$ cat config.mk
export PLATFORM = sky130hd
export DESIGN_NAME = rca_share_ctrl
export DESIGN_NICKNAME = d
export VERILOG_FILES = /design/src/rtl/rca_share_ctrl.sv
export SDC_FILE = /design/constraint.sdc
export NUM_CORES = 1
export LEC_CHECK = 0
export ABC_CLOCK_PERIOD_IN_PS = 4400
export CAP_MARGIN = 5
export CELL_PAD_IN_SITES_DETAIL_PLACEMENT = 1
export CELL_PAD_IN_SITES_GLOBAL_PLACEMENT = 1
export CORE_MARGIN = 8
export CORE_UTILIZATION = 20
export CTS_BUF_LIST = sky130_fd_sc_hd__clkbuf_8 sky130_fd_sc_hd__clkbuf_16
export DETAILED_ROUTE_END_ITERATION = 10
export GPL_ROUTABILITY_DRIVEN = 0
export GPL_TIMING_DRIVEN = 0
export PLACE_DENSITY_LB_ADDON = 0.1
export REMOVE_ABC_BUFFERS = 1
export SLEW_MARGIN = 10
export SYNTH_ARGS = -nofsm -noshare
export SYNTH_HDL_FRONTEND = slang
export SYNTH_SLANG_ARGS = --single-unit
export TNS_END_PERCENT = 30
$ cat constraint.sdc
create_clock -name clk -period 4.4 [get_ports clk]
set_input_delay 1.32 -clock clk [delete_from_list [all_inputs] [get_ports clk]]
set_output_delay 1.32 -clock clk [all_outputs]
set_load 0.005 [all_outputs]
$ cat src/rtl/rca_share_ctrl.sv
// Round-robin share of one external ripple-carry adder among NREQ word streams, carry chained per transaction.
// Latency: one arbitration bubble per transaction, then each accepted word is on out_* one cycle later.
// Backpressure: in_ready[grant] follows output-slot availability; output fields hold while out_valid & ~out_ready.
// Optional: define RCA_SHARE_CTRL_STATS_EN to add the stat_txn / stat_words / stat_trunc counters.
module rca_share_ctrl #(
    parameter  int NREQ      = 4,
    parameter  int W         = 32,
    parameter  int MAX_WORDS = 4,
    localparam int IDW       = (NREQ > 1) ? $clog2(NREQ) : 1
) (
    input  logic                clk,
    input  logic                rst,
    input  logic [NREQ-1:0]     in_valid,
    output logic [NREQ-1:0]     in_ready,
    input  logic [NREQ*W-1:0]   in_a,
    input  logic [NREQ*W-1:0]   in_b,
    input  logic [NREQ-1:0]     in_cin,
    input  logic [NREQ-1:0]     in_last,
    output logic [W-1:0]        add_a,
    output logic [W-1:0]        add_b,
    output logic                add_cin,
    input  logic [W-1:0]        add_s,
    input  logic                add_cout,
    output logic                out_valid,
    input  logic                out_ready,
    output logic [W-1:0]        out_sum,
    output logic                out_cout,
    output logic                out_last,
    output logic                out_trunc,
    output logic [IDW-1:0]      out_id
`ifdef RCA_SHARE_CTRL_STATS_EN
    ,
    output logic [15:0]         stat_txn,
    output logic [31:0]         stat_words,
    output logic [15:0]         stat_trunc
`endif
);

    typedef enum logic {ST_IDLE, ST_BURST} state_t;

    localparam logic [7:0] LP_WMAX = 8'(MAX_WORDS - 1);

    state_t         r_state;
    state_t         w_state_nxt;
    logic [IDW-1:0] r_rr_ptr;
    logic [IDW-1:0] r_grant;
    logic [IDW-1:0] w_pick;
    logic [IDW-1:0] w_sel;
    logic [IDW-1:0] w_grant_inc;
    logic           r_carry;
    logic           r_first;
    logic [7:0]     r_wcnt;
    logic           w_burst;
    logic           w_slot_free;
    logic           w_accept;
    logic           w_end;
    logic           w_any;

    // First valid requester at or above p, wrapping; lowest k wins because it is written last.
    function automatic logic [IDW-1:0] rr_pick(input logic [NREQ-1:0] v, input logic [IDW-1:0] p);
        logic [IDW-1:0] r;
        int             idx;
        r = p;
        for (int k = NREQ - 1; k >= 0; k--) begin
            idx = (int'(p) + k) % NREQ;
            if (v[IDW'(idx)]) r = IDW'(idx);
        end
        return r;
    endfunction

    assign w_any       = |in_valid;
    assign w_pick      = rr_pick(in_valid, r_rr_ptr);
    assign w_burst     = (r_state == ST_BURST);
    assign w_slot_free = ~out_valid | out_ready;
    assign w_accept    = w_burst & in_valid[r_grant] & w_slot_free;
    assign w_end       = in_last[r_grant] | (r_wcnt == LP_WMAX);
    assign w_grant_inc = (r_grant == IDW'(NREQ - 1)) ? '0 : r_grant + 1'b1;

    // Outside a burst the adder is fed from requester 0 so nothing downstream sees X.
    assign w_sel   = w_burst ? r_grant : '0;
    assign add_a   = in_a[w_sel*W +: W];
    assign add_b   = in_b[w_sel*W +: W];
    assign add_cin = w_burst ? (r_first ? in_cin[r_grant] : r_carry) : in_cin[0];

    always_comb begin
        in_ready = '0;
        if (w_burst) in_ready[r_grant] = w_slot_free;
    end

    always_comb begin
        w_state_nxt = r_state;
        case (r_state)
            ST_IDLE:  if (w_any) w_state_nxt = ST_BURST;
            ST_BURST: if (w_accept && w_end) w_state_nxt = ST_IDLE;
            default:  w_state_nxt = ST_IDLE;
        endcase
    end

    always_ff @(posedge clk) begin
        if (rst) begin
            r_state  <= ST_IDLE;
            r_rr_ptr <= '0;
            r_grant  <= '0;
            r_carry  <= 1'b0;
            r_first  <= 1'b1;
            r_wcnt   <= '0;
        end else begin
            r_state <= w_state_nxt;
            if (r_state == ST_IDLE && w_any) begin
                r_grant <= w_pick;
                r_first <= 1'b1;
                r_wcnt  <= '0;
            end
            if (w_accept) begin
                r_carry <= add_cout;
                r_first <= 1'b0;
                r_wcnt  <= r_wcnt + 8'd1;
                if (w_end) r_rr_ptr <= w_grant_inc;
            end
        end
    end

    always_ff @(posedge clk) begin
        if (rst) begin
            out_valid <= 1'b0;
            out_sum   <= '0;
            out_cout  <= 1'b0;
            out_last  <= 1'b0;
            out_trunc <= 1'b0;
            out_id    <= '0;
        end else if (w_accept) begin
            out_valid <= 1'b1;
            out_sum   <= add_s;
            out_cout  <= add_cout;
            out_last  <= w_end;
            out_trunc <= w_end & ~in_last[r_grant];
            out_id    <= r_grant;
        end else if (out_ready) begin
            out_valid <= 1'b0;
        end
    end

`ifdef RCA_SHARE_CTRL_STATS_EN
    always_ff @(posedge clk) begin
        if (rst) begin
            stat_txn   <= '0;
            stat_words <= '0;
            stat_trunc <= '0;
        end else if (w_accept) begin
            if (stat_words != 32'hFFFF_FFFF) stat_words <= stat_words + 32'd1;
            if (w_end && stat_txn != 16'hFFFF) stat_txn <= stat_txn + 16'd1;
            if (w_end && !in_last[r_grant] && stat_trunc != 16'hFFFF)
                stat_trunc <= stat_trunc + 16'd1;
        end
    end
`endif

endmodule
==> results.toml <==
[routing]
drtIter0Drc = 262
antenna_left = 0
firstDrtPassIters = 4
avgRoutedWirePerCell_um = 23.7
met1_length_um = 11700
dr_total_vias = 6103
route.met2.wl_um = 16400
met3_wirelength_um = 1690
routed_wl_um = 30200
viasPerCell = 4.78
maxUsedRoutingLayer = "met5"
drc = 0

[placed_design]
dp_hpwl_um = 24100
post-place-ws_ns = 0.134
io_buffers = 410
post-place-cells = 1258

[synth]
synth_cell_types = 39
ys.flop_type = "dfxtp_1"
synth-edff-count = 0
synth.largest_area_cell = "dfxtp_1"
syn_area_um2 = 4160
synth.top_cells.by_area = "dfxtp_1, nand2_1, a211oi_1"
synth_seq_cells = 52
postSynthAreaPerCell_um2 = 6.57
synthCells = 633
ys_warn_count = 0
async_flop_share_pct = 0
synth_top_area_share_pct = 25.0
yosysSeqAreaShare_pct = 25.0

[critical_path]
crit_fanout = 2
max_stage_delay_ns = 0.51
startpoint_type = "primary input"
cp_top_family = "buffers and inverters"
cp-end-kind = "primary output"
cpMaxStageDelayCell = "clkdlybuf4s50_1"
cp.required_ns = 3.08
critPathBufInv = 2
cpMostUsedCell = "clkdlybuf4s50_1"
cp.arrival_ns = 2.92
worstSetupPathType = "primary input to primary output"
crit_chain = "clkdlybuf4s50_1, mux4_2, mux2i_1, a21oi_1, clkdlybuf4s50_1"

[clocking]
cts_buffer_depth = 2
htree_levels = 2
cts_root_buf = "clkbuf_16"
cts_resized = 0
ctsHoldBuffers = 0
clkTransAtPathRegs_ns = 0.07
clk_latency_ns = 0.30
cts.sinks = 52
cts_buffers = 5
cts_setup_buffers = 0
tritoncts = "built"

[die]
core_um2 = 20300
num_io_pins = 411
fp.dieArea_um2 = 25700
start_util_pct = 20.5
die_x_um = 160
dieHeight_um = 160
rows = 52

[sta]
rsz0062_at_grt = "no"
whs_ns = 0.456
maxSlewViolCount = 0
layout_min_cycle_time_ns = 4.24
setup_ws_ns = 0.156
fin_skew_ns = 0.00901
setup_violations = 0
period_share_pct = 96.4
timing.fmax_mhz = 236
worst_pin_slew_ns = 0.860
slew_headroom_pct = 42.6
hold_violations = 0

[grt]
grt_pass1_wl_um = 43800
grt_use_total_pct = 22.3
grt_max_degree = 76
grt_pass1_vias = 6366
antenna_found_initial = 11
overflow = 0

[layout]
stdcell_count = 1276
post-route-util_pct = 42.9
final_net_count = 1304
drive_gt1_share_pct = 2.91
synthToLayoutAreaGrowth_pct = 109

[power]
ir_drop_mv = 0.165
powerDensity_nw_per_um2 = 233
p_leak_nw = 3.09

[hold_path]
holdCritPathClass = "flop to flop"

[job]
max_cap_viol_count = 0

[status]
status = "completed"
-- power breakdown --
group	switching, W	internal [W]	total (W)
Combinational	0.000435	0.000627	0.00106
Sequential	0.0000648	0.000513	0.000578
Clock	0.000180	0.000210	0.000390
Total	0.000679	0.00135	0.00203
-- final timing paths --
check	cells after the start	startpoint	slack (ns)	end
max reg2reg	4	r_grant[0]$_SDFFE_PP0P_	1.69	r_wcnt[7]$_SDFFE_PP0P_
max	5	in_cin[0]	0.16	add_cin
min reg2reg	2	out_sum[19]$_SDFFE_PP0P_	0.46	out_sum[19]$_SDFFE_PP0P_
min	2	out_sum[19]$_SDFFE_PP0P_	0.46	out_sum[19]$_SDFFE_PP0P_
-- layer usage --
metal  global-route usage [%]  up-vias
li1                         -     2972
met1                     23.8     2930
met3                     5.96       24
met4                     7.22        2
met2                     41.7      175
met5                        0        -
-- worst min-delay path: stages, from the launching register on --
cell and delay [ns]:
dfxtp_1 0.31, nand2_1 0.05, a21oi_1 0.05
-- synth_stat cells, drive strengths merged, types with 3 or more instances --
master,instances
clkbuf,49
buf,12
nand2b,5
nand2,210
inv,4
nand3,9
o21ai,4
and3,5
nand3b,3
a211oi,64
mux2i,3
a21oi,44
nor2,3
dfxtp,52
a31oi,68
mux4,3
ha,5
and2,65
-- flip-flops by register name (all words and copies together), names as in the netlist, 2 cells and up --
register  flops
r_grant       2
out_id        2
r_wcnt        8
r_rr_ptr      2
out_sum      32
-- layout make-up --
| class | count | area, um2 |
|---|---|---|
| flip-flops and latches | 52 | 1040 |
| clock inverters | 3 | 18.8 |
| fillers | 2474 | 11600 |
| repair buffers | 416 | 4260 |
| well taps | 270 | 338 |
| multi-input cells | 516 | 2870 |
| diodes | 10 | 25.0 |
| inverters | 4 | 17.5 |
| clock buffers | 5 | 125 |
-- logic make-up (layout without fill, tap and decap cells) --
kind of cell | Yosys count | after routing | synth area share [%]
and+or+nand+nor | 314 | 314 | 34.5
AOI/OAI and AO/OA | 190 | 190 | 29.6
buffers and inverters | 65 | 428 | 6.68
DFF | 52 | 52 | 25.0
muxes | 7 | 7 | 2.71
adders and majority gates | 5 | 5 | 1.50
other | 0 | 10 | 0
-- layout by cell type, fill, tap and decap left out, types with 5 or more instances in the layout --
cell type,synthesis,layout
buf_16,0,6
diode_2,0,10
nand3_1,9,8
nand2_1,210,208
a211oi_1,64,64
clkbuf_16,0,5
nand2b_1,5,5
dfxtp_1,52,51
ha_1,5,5
a21oi_1,44,44
and2_1,65,64
clkdlybuf4s50_1,0,409
a31oi_1,68,68
-- stage by stage --
step,setup TNS (ns),area (um2),power [W]
after floorplan,0,3900,0.000895
after global placement,-234.62,8340,0.00162
after detailed placement,0,8530,0.00166
after CTS,0,8670,0.00205
after global routing,0,8700,0.00214
final,0,8700,0.00203
No activity file was read; power rests on OpenSTA's default activity.
